File: config.mk
export PLATFORM = sky130hd
export DESIGN_NAME = calc_cu_flat
export DESIGN_NICKNAME = d
export VERILOG_FILES = /design/src/rtl/calc_pkg.sv /design/src/rtl/calc_cu_if.sv /design/src/rtl/calc_cu.sv /design/src/flat_wrapper.sv
export SDC_FILE = /design/constraint.sdc
export NUM_CORES = 1
export LEC_CHECK = 0
export ABC_AREA = 1
export BUFFER_PORTS_ARGS = -buffer_cell sky130_fd_sc_hd__buf_2
export CAP_MARGIN = 20
export CORE_MARGIN = 2
export CORE_UTILIZATION = 48
export DETAILED_ROUTE_END_ITERATION = 6
export GPL_TIMING_DRIVEN = 0
export PLACE_DENSITY_LB_ADDON = 0.3
export SLEW_MARGIN = 30
export SYNTH_ARGS = -nofsm -noshare
export SYNTH_HDL_FRONTEND = slang
export SYNTH_SLANG_ARGS = --single-unit
File: constraint.sdc
create_clock -name clk -period 1.4 [get_ports clk]
set_clock_uncertainty 0.2 [all_clocks]
set_input_delay 0.14 -clock clk [delete_from_list [all_inputs] [get_ports clk]]
set_output_delay 0.14 -clock clk [all_outputs]
set_load 0.01 [all_outputs]
File: src/rtl/calc_pkg.sv
// calc_pkg: definitions shared by the small-calculator control unit and its
// datapath. It holds the control FSM state encoding, the register-file
// addresses, the MUX1 select codes and the ALU ADD opcode.
package calc_pkg;

  typedef enum logic [2:0] {
    S_IDLE = 3'd0,
    S_CLR  = 3'd1,
    S_LDA  = 3'd2,
    S_LDB  = 3'd3,
    S_EXE  = 3'd4,
    S_OUT  = 3'd5
  } state_t;

  // Register-file addresses
  localparam logic [1:0] R0 = 2'b00;
  localparam logic [1:0] R1 = 2'b01;
  localparam logic [1:0] R2 = 2'b10;
  localparam logic [1:0] R3 = 2'b11;

  // MUX1 selects (register-file write data)
  localparam logic [1:0] SEL_IN1  = 2'b00;
  localparam logic [1:0] SEL_IN2  = 2'b01;
  localparam logic [1:0] SEL_ZERO = 2'b10;
  localparam logic [1:0] SEL_ALU  = 2'b11;

  localparam logic [1:0] ALU_ADD = 2'b00;

endpackage

File: src/rtl/calc_cu_if.sv
// calc_cu_if: request and control-word bundle around calc_cu.
//   master : the requester side. It drives start/op/acc and observes the control word.
//   slave  : calc_cu. It receives the request and drives the control word,
//            busy/done and the current FSM state for observation.
// Handshake: start is a single-cycle request. It is accepted on a rising edge
// only while busy=0. When busy=1 it is ignored and is not queued. done marks
// the single cycle in which the datapath output is valid.
interface calc_cu_if;
  import calc_pkg::*;

  logic       start;
  logic [1:0] op;
  logic       acc;

  logic [1:0] s1;
  logic [1:0] wa;
  logic       we;
  logic [1:0] raa;
  logic [1:0] rab;
  logic       rea;
  logic       reb;
  logic [1:0] c;
  logic       s2;
  logic       busy;
  logic       done;
  state_t     state;

  modport master (
    output start, op, acc,
    input  s1, wa, we, raa, rab, rea, reb, c, s2, busy, done, state
  );

  modport slave (
    input  start, op, acc,
    output s1, wa, we, raa, rab, rea, reb, c, s2, busy, done, state
  );

endinterface

File: src/rtl/calc_cu.sv
// calc_cu: control unit for the 3-bit small-calculator datapath.
// Ports:
//   clk : rising-edge clock
//   rst : asynchronous active-high reset
//   bus : calc_cu_if.slave. It carries the request in (start/op/acc) and the
//         datapath control word out (s1, wa, we, raa, rab, rea, reb, c, s2),
//         together with busy, done and the debug state.
// Sequence: IDLE -> CLR -> LDA -> LDB -> EXE -> OUT -> IDLE.
// An accumulate request goes IDLE -> LDB and reuses R3 as operand A.
module calc_cu
  import calc_pkg::*;
(
  input  logic      clk,
  input  logic      rst,
  calc_cu_if.slave  bus
);

  state_t     state, state_d;
  logic [1:0] op_q, op_q_d;
  logic       acc_eff, acc_eff_d;
  logic       hist, hist_d;

  // Registered control word
  logic [1:0] s1_q, wa_q, raa_q, rab_q, c_q;
  logic       we_q, rea_q, reb_q, s2_q, busy_q, done_q;
  // Decoded control word for the next state
  logic [1:0] s1_d, wa_d, raa_d, rab_d, c_d;
  logic       we_d, rea_d, reb_d, s2_d, busy_d, done_d;

  // Next-state logic, including the request latches
  always_comb begin
    state_d   = state;
    op_q_d    = op_q;
    acc_eff_d = acc_eff;
    hist_d    = hist;
    unique case (state)
      S_IDLE: begin
        if (bus.start) begin
          op_q_d    = bus.op;
          // Accumulate is honoured only once R0 and R3 hold defined values.
          acc_eff_d = bus.acc & hist;
          state_d   = (bus.acc & hist) ? S_LDB : S_CLR;
        end
      end
      S_CLR: state_d = S_LDA;
      S_LDA: state_d = S_LDB;
      S_LDB: state_d = S_EXE;
      S_EXE: state_d = S_OUT;
      S_OUT: begin
        hist_d  = 1'b1;
        state_d = S_IDLE;
      end
      default: state_d = S_IDLE;
    endcase
  end

  // The output decode uses the next state, so the registered control word is
  // aligned with the state register. It is still a Moore function of state.
  always_comb begin
    s1_d   = 2'b00;
    wa_d   = 2'b00;
    we_d   = 1'b0;
    raa_d  = 2'b00;
    rab_d  = 2'b00;
    rea_d  = 1'b0;
    reb_d  = 1'b0;
    c_d    = ALU_ADD;
    s2_d   = 1'b0;
    busy_d = (state_d != S_IDLE);
    done_d = 1'b0;
    unique case (state_d)
      S_IDLE: ;
      S_CLR: begin
        s1_d = SEL_ZERO;
        wa_d = R0;
        we_d = 1'b1;
      end
      S_LDA: begin
        s1_d = SEL_IN1;
        wa_d = R1;
        we_d = 1'b1;
      end
      S_LDB: begin
        s1_d = SEL_IN2;
        wa_d = R2;
        we_d = 1'b1;
      end
      S_EXE: begin
        rea_d = 1'b1;
        reb_d = 1'b1;
        raa_d = acc_eff_d ? R3 : R1;
        rab_d = R2;
        c_d   = op_q_d;
        s1_d  = SEL_ALU;
        wa_d  = R3;
        we_d  = 1'b1;
      end
      S_OUT: begin
        // R3 + R0 (R0 = 0) gives the result without a bypass path.
        rea_d  = 1'b1;
        reb_d  = 1'b1;
        raa_d  = R3;
        rab_d  = R0;
        c_d    = ALU_ADD;
        s2_d   = 1'b1;
        done_d = 1'b1;
      end
      default: ;
    endcase
  end

  always_ff @(posedge clk or posedge rst) begin
    if (rst) begin
      state   <= S_IDLE;
      op_q    <= 2'b00;
      acc_eff <= 1'b0;
      hist    <= 1'b0;
      s1_q    <= 2'b00;
      wa_q    <= 2'b00;
      we_q    <= 1'b0;
      raa_q   <= 2'b00;
      rab_q   <= 2'b00;
      rea_q   <= 1'b0;
      reb_q   <= 1'b0;
      c_q     <= 2'b00;
      s2_q    <= 1'b0;
      busy_q  <= 1'b0;
      done_q  <= 1'b0;
    end else begin
      state   <= state_d;
      op_q    <= op_q_d;
      acc_eff <= acc_eff_d;
      hist    <= hist_d;
      s1_q    <= s1_d;
      wa_q    <= wa_d;
      we_q    <= we_d;
      raa_q   <= raa_d;
      rab_q   <= rab_d;
      rea_q   <= rea_d;
      reb_q   <= reb_d;
      c_q     <= c_d;
      s2_q    <= s2_d;
      busy_q  <= busy_d;
      done_q  <= done_d;
    end
  end

  assign bus.s1    = s1_q;
  assign bus.wa    = wa_q;
  assign bus.we    = we_q;
  assign bus.raa   = raa_q;
  assign bus.rab   = rab_q;
  assign bus.rea   = rea_q;
  assign bus.reb   = reb_q;
  assign bus.c     = c_q;
  assign bus.s2    = s2_q;
  assign bus.busy  = busy_q;
  assign bus.done  = done_q;
  assign bus.state = state;

endmodule

File: src/flat_wrapper.sv
// flat-port wrapper written by rule: the top's interface ports become plain ports
module calc_cu_flat import calc_pkg::*;
  (clk, rst, bus_start, bus_op, bus_acc, bus_s1, bus_wa, bus_we, bus_raa, bus_rab, bus_rea, bus_reb, bus_c, bus_s2, bus_busy, bus_done, bus_state);
  calc_cu_if bus_i ();
  input  logic clk;
  input  logic rst;
  input wire logic [$bits(bus_i.start)-1:0] bus_start;
  input wire logic [$bits(bus_i.op)-1:0] bus_op;
  input wire logic [$bits(bus_i.acc)-1:0] bus_acc;
  output wire logic [$bits(bus_i.s1)-1:0] bus_s1;
  output wire logic [$bits(bus_i.wa)-1:0] bus_wa;
  output wire logic [$bits(bus_i.we)-1:0] bus_we;
  output wire logic [$bits(bus_i.raa)-1:0] bus_raa;
  output wire logic [$bits(bus_i.rab)-1:0] bus_rab;
  output wire logic [$bits(bus_i.rea)-1:0] bus_rea;
  output wire logic [$bits(bus_i.reb)-1:0] bus_reb;
  output wire logic [$bits(bus_i.c)-1:0] bus_c;
  output wire logic [$bits(bus_i.s2)-1:0] bus_s2;
  output wire logic [$bits(bus_i.busy)-1:0] bus_busy;
  output wire logic [$bits(bus_i.done)-1:0] bus_done;
  output wire logic [$bits(bus_i.state)-1:0] bus_state;
  assign bus_i.start = bus_start;
  assign bus_i.op = bus_op;
  assign bus_i.acc = bus_acc;
  assign bus_s1 = bus_i.s1;
  assign bus_wa = bus_i.wa;
  assign bus_we = bus_i.we;
  assign bus_raa = bus_i.raa;
  assign bus_rab = bus_i.rab;
  assign bus_rea = bus_i.rea;
  assign bus_reb = bus_i.reb;
  assign bus_c = bus_i.c;
  assign bus_s2 = bus_i.s2;
  assign bus_busy = bus_i.busy;
  assign bus_done = bus_i.done;
  assign bus_state = bus_i.state;
  calc_cu u_core (.clk(clk), .rst(rst), .bus(bus_i));
endmodule
==> key figures, run 1 <==
Synthesis
  – Sequential area share after synthesis: 0.5455
  – Post-synthesis register bit count: 18
  – Synthesized instance count: 80
  – Mean Syn Cell Area: 10.32 um^2
  – YS warnings: 0
  – Unique masters post-synth: 20
  – Synthesized net count: 86
  – Mapped Area: just over 800 um^2

Final layout
  – Fillers: 123
  – Ant diodes: 0
  – Post-route cell area: between 1000 and 1500 um^2
  – Synth-to-layout area growth: 26.82%
  – # nets final: ~120
  – Register Area: between 400 and 500 um^2
  – Layout cells sized above 1: 0.4375
  – Area of the multi-input gates: about 260 um^2

Worst setup path
  – Critical path cell sequence: buf_2
  – Crit path capture type: output port
  – CP arrival: between 900 and 1000 ps
  – Worst Setup Start Kind: register
  – Critical Path Source: u_core.bus.state[2]$_DFF_PP0_
  – Max incr delay on CP: between 500 and 600 ps
  – FF-to-FF Start: u_core.bus.state[0]$_DFF_PP0_
  – Reg2Reg Depth: 6
  – Crit path max fanout: 6
  – CP top delay family: flip-flops
  – Kind of critical path: reg2out
  – CP max stage cell: dfrtp_1
  – Cell count along the critical path: 1
  – Number of buffers and inverters on the critical path: 1
  – Worst Path Required: around 1100 ps

Power and ir drop
  – Comb power frac: 0.500
  – Sw Pwr: between 0.9 and 1 mW
  – Sequential power share: 0.362
  – Leakage: about 0.62 nW
  – Net Sw Frac: 0.4033
  – P_int: roughly 1.3 mW
  – Max IR drop VDD: between 1 and 1.5 mV
  – P per Cell Area: 2136 nW/um^2
  – Clk network pwr share: 0.138

Place
  – DP Area: roughly 960 um^2
  – DP Wirelength: just over 1 mm
  – IO buf count: 23
  – Routability cong.: ~0.82

Global route
  – Largest net degree at the start of global routing: 19
  – Gr usage total: 0.1551
  – Global-route wire length before repair: 2.277 mm
  – Number of global-route vias before repair: approximately 520
  – Initial antenna violation count: 0
  – Remaining Overflow, GRT: 0

Flow run
  – Max-Cap Viols: 0

Timing
  – Final Critical Period: ~1300 ps
  – Setup TNS: 0 ps
  – Final period util: 0.9483
  – Hold slack: ~280 ps
  – Actual slew at the worst max-slew pin: between 600 and 700 ps
  – Max Slew Vio Count: 0
  – Worst slew margin: 0.5564
  – F_max: about 750 MHz
  – Final setup viols: 0
  – RSZ-0062 raised after global routing: false
  – Final hold violations: 0

Drt
  – WL final: 1.324 mm
  – Vias per cell: around 4.7
  – Remaining DRCs: 0
  – Via count: between 600 and 700
  – First-pass DRT Iterations: 4
  – Antenna Nets Post-Route: 0
  – WL/cell: approximately 10 um
  – Number of DRC markers in iteration 0: 11

CTS
  – Cts repair resizes: 0
  – Clk slew on worst S/H paths: ~100 ps
  – TritonCTS clock tree: built
  – Num CTS Buffers: 3
  – CTS root buf: clkbuf_4
  – Post-CTS setup buffers: 0
  – Sink Count: 18
  – Clk buf depth: 2
  – Clk Latency, worst-skew pair: just under 300 ps
  – CTS H-tree depth: 1

Floorplanning
  – Die area: around 2100 um^2
  – Die span in y: around 45 um
  – Die W: ~45 um
  – FP Rows: 14
  – Core area: ~1600 um^2
  – Initial Utilization: 0.5297
  – Number of I/O pins: 25

Worst hold path
  – Worst min path class: in2async

Outcome
  – Outcome: finished clean
==> power groups by stage <==
stage / combinational, mW / sequential (mW) / clock (mW)
floorplan: 0.728 / 0.902 / 0
global placement: 1.08 / 0.814 / 0
detailed placement: 1.12 / 0.825 / 0
CTS: 1.13 / 0.814 / 0.321
global route: 1.24 / 0.832 / 0.350
finish: 1.12 / 0.810 / 0.309
==> final timing paths <==
kind / endpoint / slack (ps)
max in group asynchronous: u_core.bus.c[0]$_DFF_PP0_ / 290
worst max register to register: u_core.bus.s1[1]$_DFF_PP0_ / 100
worst max-delay path: bus_state[2] / 70
worst min register to register: u_core.hist$_DFFE_PP0N_ / 320
min in group clk: u_core.hist$_DFFE_PP0N_ / 320
worst min-delay path: u_core.bus.we$_DFF_PP0_ / 280
==> worst reg2reg max path: cells and delay by family, from the launching register on <==
| family | cells | cell delay (ps) |
|---|---|---|
| flops | 1 | 410 |
| buf+inv | 2 | 220 |
| simple gates | 4 | 410 |
==> state kept, by name (all words and copies together) (netlist names) <==
register          cells
u_core.acc_eff        1
u_core.bus.wa         2
u_core.bus.state      3
u_core.bus.we         1
u_core.bus.s1         1
u_core.bus.busy       1
u_core.bus.rab        1
u_core.bus.c          2
u_core.hist           1
u_core.bus.s2         1
u_core.op_q           2
u_core.bus.raa        2
==> through the flow <==
stage | cells | util | setup WS, ps | power, mW
CTS | 128 | 0.6718 | 65.52 | 2.265
global route | 128 | 0.6718 | 19.57 | 2.427
finish | 128 | 0.6718 | 72.35 | 2.237
floorplan | 80 | - | 141.5 | 1.631
global placement | 119 | 0.6164 | 141.0 | 1.898
detailed placement | 119 | 0.6164 | 113.7 | 1.944
==> timing repair <==
item	4_1_cts	5_1_grt
endpoints found under the setup margin	0	0
hold buffers	5	0
hold endpoints to repair	24	0
==> synth_stat cells (all sizes together) <==
| master | count | area, um^2 |
|---|---|---|
| nand2 | 21 | 93.84 |
| dfrtp | 18 | 450.4 |
| inv | 14 | 57.55 |
| buf | 7 | 60.06 |
| nand3 | 6 | 42.54 |
| nand4 | 3 | 18.77 |
| nor2 | 3 | 43.79 |
| o21ai | 3 | 22.52 |
| a21oi | 2 | 17.52 |
| a31o | 1 | 8.760 |
| a31oi | 1 | 6.260 |
| conb | 1 | 3.750 |
==> routing by layer <==
metal	vias to the layer above	part of all wire	GRT usage
met5	-	0	0
met4	0	0.0098	0.05294
met3	2	0.057	0.03571
met2	22	0.50	0.2535
met1	275	0.43	0.2016
li1	305	-	-
==> placed cells by master, fill, tap and decap left out, types with 2 or more instances in the layout <==
| cell type | count |
|---|---|
| inv_1 | 11 |
| dfrtp_1 | 18 |
| clkbuf_4 | 3 |
| a21oi_2 | 2 |
| inv_4 | 2 |
| buf_6 | 2 |
| dlygate4sd3_1 | 5 |
| nand2_1 | 17 |
| buf_2 | 23 |
| o21ai_2 | 2 |
| nand3_1 | 5 |
| nand4_1 | 3 |
| nand2_2 | 3 |
| buf_4 | 5 |
| nor2_8 | 2 |
==> layout make-up <==
cell class | count | share of cell area
flip-flops and latches | 18 | 0.4301
clock buffers | 4 | 0.03465
well taps | 16 | 0.01912
inverters | 14 | 0.05496
multi-input cells | 41 | 0.2461
repair buffers | 28 | 0.1577
plain buffers | 7 | 0.05735
==> kinds of logic (layout without fill, tap and decap cells) <==
| logic type | after synthesis | count (layout) | share of synthesized area |
|---|---|---|---|
| AND/OR/NAND/NOR | 33 | 33 | 0.2409 |
| buffers and inverters | 21 | 53 | 0.1424 |
| flip-flops | 18 | 18 | 0.5455 |
| other | 1 | 1 | 0.004541 |
| AO/OA/AOI/OAI | 7 | 7 | 0.06668 |
No activity file was read; power rests on OpenSTA's default activity.
==> run 2: changes to the inputs <==
--- a/config.mk
+++ b/config.mk
@@ -11,8 +11,10 @@
 export CORE_MARGIN = 2
 export CORE_UTILIZATION = 48
 export DETAILED_ROUTE_END_ITERATION = 6
+export GPL_ROUTABILITY_DRIVEN = 1
 export GPL_TIMING_DRIVEN = 0
 export PLACE_DENSITY_LB_ADDON = 0.3
+export REMOVE_ABC_BUFFERS = 1
 export SLEW_MARGIN = 30
 export SYNTH_ARGS = -nofsm -noshare
 export SYNTH_HDL_FRONTEND = slang
==> run 2 against run 1 <==
  * Core utilization shrank 4.6 points
  * Non-clock buffer count shrank 7
  * Die area is the same
  * Fmax shrank 0.92%
  * Sequential share of layout area grew 3.4 points
  * Via count shrank 6.8%
  * Flip-flop and latch count is the same
  * Largest power group is now sequential cells
  * Clock power shrank 22%
  * Wire length shrank 12%
  * First-iteration DRC count shrank 18%
  * Worst hold slack lost 7.1 ps
==> key figures, run 2 (synthesized netlist as in run 1, its figures left out) <==
Place
  – Place WS: 44.25 ps (-69.45 ps)
  – Placed cells: 112 (-5.9%)
  – IO buf count: 23 (unchanged)
  – DP Area: 900.9 um^2 (-6.3%)
  – Routability cong.: 0.7975 (-3.1%)
  – DP Wirelength: 914.1 um (-12%)

Floorplanning
  – Number of I/O pins: 25 (unchanged)
  – Initial Utilization: 0.5297 (unchanged)
  – Die area: 2068 um^2 (unchanged)
  – Core area: 1559 um^2 (unchanged)
  – Die W: 45.48 um (unchanged)
  – FP Rows: 14 (unchanged)
  – Die span in y: 45.48 um (unchanged)

Flow run
  – Max-Cap Viols: 0 (unchanged)

Final layout
  – Layout cells sized above 1: 0.4135 (-0.02404)
  – Post-route cell area: 975.9 um^2 (-6.8%)
  – Most frequent cells in the layout: buf_2, nand2_1, dfrtp_1
  – Ant diodes: 0 (unchanged)
  – Largest Register: u_core.bus.state
  – Register Area: 452.9 um^2 (+0.56%)
  – # nets final: 112 (-5.9%)
  – Max reg flops: 3 (unchanged)
  – Most common cell after layout, fill and taps aside: buf_2
  – Fin cells: 120 (-6.3%)
  – Final core utilization: 0.6260 (-0.04575)
  – Fillers: 129 (+4.9%)
  – Synth-to-layout area growth: 18.18%
  – Area of the multi-input gates: 257.7 um^2 (unchanged)

Power and ir drop
  – P_int: 1.177 mW (-12%)
  – Max IR drop VDD: 1.150 mV (-5.6%)
  – Net Sw Frac: 0.4187 (+0.01542)
  – Sequential power share: 0.453 (+0.091)
  – P per Cell Area: 2074 nW/um^2 (-2.9%)
  – Clk network pwr share: 0.119 (-0.019)
  – Comb power frac: 0.429 (-0.071)
  – Leakage: 0.5777 nW (-7.5%)
  – Sw Pwr: 0.8475 mW (-6.1%)
  – Total power: 2.024 mW (-9.5%)

Global route
  – Largest net degree at the start of global routing: 19 (unchanged)
  – Gr usage total: 0.1387 (-0.01642)
  – Global-route wire length before repair: 1.959 mm (-14%)
  – Remaining Overflow, GRT: 0 (unchanged)
  – Number of global-route vias before repair: 460 (-11%)
  – Initial antenna violation count: 0 (unchanged)

Worst setup path
  – Critical path cell sequence: buf_2
  – Crit path max fanout: 10 (+4)
  – Reg2Reg Depth: 4 (-2)
  – FF-to-FF Start: u_core.bus.state[0]$_DFF_PP0_
  – Crit path capture type: output port
  – CP endpoint: bus_state[0]
  – Worst R2R Setup Slack: 110 ps (about the same)
  – Worst Path Required: 1060 ps (about the same)
  – Cell count along the critical path: 1 (unchanged)
  – CP top delay family: flip-flops
  – Worst Setup Start Kind: register
  – CP max stage cell: dfrtp_2
  – Number of buffers and inverters on the critical path: 1 (unchanged)
  – Critical Path Source: u_core.bus.state[0]$_DFF_PP0_
  – CP arrival: 1000 ps (about the same)
  – FF-to-FF End: u_core.acc_eff$_DFF_PP0_
  – Max incr delay on CP: 530 ps (+20 ps)
  – Kind of critical path: reg2out

Drt
  – Metal3 WL: 61 um (-19%)
  – Metal-1 WL: 569 um (-0.35%)
  – Remaining DRCs: 0 (unchanged)
  – Vias per cell: 4.692 (-0.57%)
  – Number of DRC markers in iteration 0: 9 (-2)
  – Top Metal Used: met4
  – Detail Route met2 WL: 500 um (-25%)
  – WL final: 1.167 mm (-12%)
  – First-pass DRT Iterations: 4 (unchanged)
  – Antenna Nets Post-Route: 0 (unchanged)
  – Via count: 563 (-6.8%)
  – WL/cell: 9.725 um (-6.0%)

Timing
  – Final period util: 0.9571 (+0.008815)
  – Final Critical Period: 1340 ps (+12.34 ps)
  – Hold slack: 272.4 ps (-7.100 ps)
  – Actual slew at the worst max-slew pin: 635.4 ps (-29.22 ps)
  – F_max: 746.3 MHz (-0.92%)
  – Worst slew margin: 0.5759 (+0.01950)
  – Setup TNS: 0 ps (unchanged)
  – Final hold violations: 0 (unchanged)
  – Final setup viols: 0 (unchanged)
  – Setup WS post-layout: 60.01 ps (-12.34 ps)
  – Max Slew Vio Count: 0 (unchanged)
  – RSZ-0062 raised after global routing: false

CTS
  – Clk slew on worst S/H paths: 90 ps (about the same)
  – Clk Latency, worst-skew pair: 280 ps (about the same)
  – Clk buf depth: 2 (unchanged)
  – Sink Count: 18 (unchanged)
  – Num CTS Buffers: 3 (unchanged)
  – Post-CTS setup buffers: 0 (unchanged)
  – CTS root buf: clkbuf_4
  – CTS H-tree depth: 1 (unchanged)
  – TritonCTS clock tree: built

Worst hold path
  – Worst min path class: in2async

Outcome
  – Outcome: finished clean
==> run 2: changes by cell type in the layout (fill, tap and decap cells not counted) <==
| cell | before | now |
|---|---|---|
| buf_4 | 5 | 0 |
| dfrtp_1 | 18 | 16 |
| buf_6 | 2 | 0 |
| dfrtp_2 | 0 | 2 |
| clkbuf_8 | 1 | 0 |
==> run 2: how the worst min path moves through the flow <==
stage | from | endpoint | slack, ps | depth (start not counted)
finish | rst | u_core.bus.wa[0]$_DFF_PP0_ | 270 | 3
global route | u_core.hist$_DFFE_PP0N_ | u_core.hist$_DFFE_PP0N_ | 340 | 1
CTS | rst | u_core.bus.wa[0]$_DFF_PP0_ | 290 | 3
detailed placement | rst | u_core.bus.rab[1]$_DFF_PP0_ | 50 | 2
global placement | rst | u_core.bus.rab[1]$_DFF_PP0_ | 50 | 2
floorplan | rst | u_core.acc_eff$_DFF_PP0_ | -120 | 1
==> run 2: layer usage <==
layer | vias up | track usage
li1 | 291 | -
met1 | 248 | 0.1811
met2 | 19 | 0.1944
met3 | 5 | 0.03571
met4 | 0 | 0.1059
met5 | - | 0
==> run 2: layout make-up <==
class / instances / share of cell area
clock buffer: 3 / 0.02308
timing repair buffer: 28 / 0.1692
tap: 16 / 0.02051
multi-input combinational: 41 / 0.2641
sequential: 18 / 0.4641
inverter: 14 / 0.05897
==> run 2: what timing repair did <==
| item | CTS | global route |
|---|---|---|
| hold buffers | 5 | 0 |
| hold endpoints to repair | 24 | 0 |
| setup endpoints to repair | 2 | 0 |
| gates resized for setup | 2 | 0 |
==> run 2: power groups by stage <==
stage | Combinational (mW) | Sequential (mW) | Clock [mW]
after CTS | 0.878 | 0.918 | 0.245
after global routing | 0.962 | 0.942 | 0.275
after global placement | 0.856 | 0.915 | 0
after detailed placement | 0.865 | 0.922 | 0
after floorplan | 0.492 | 1.01 | 0
final | 0.867 | 0.917 | 0.240
==> run 2: worst min-delay path: cells and delay by family <==
family	cells	cell delay [ps]
buf+inv	3	1110
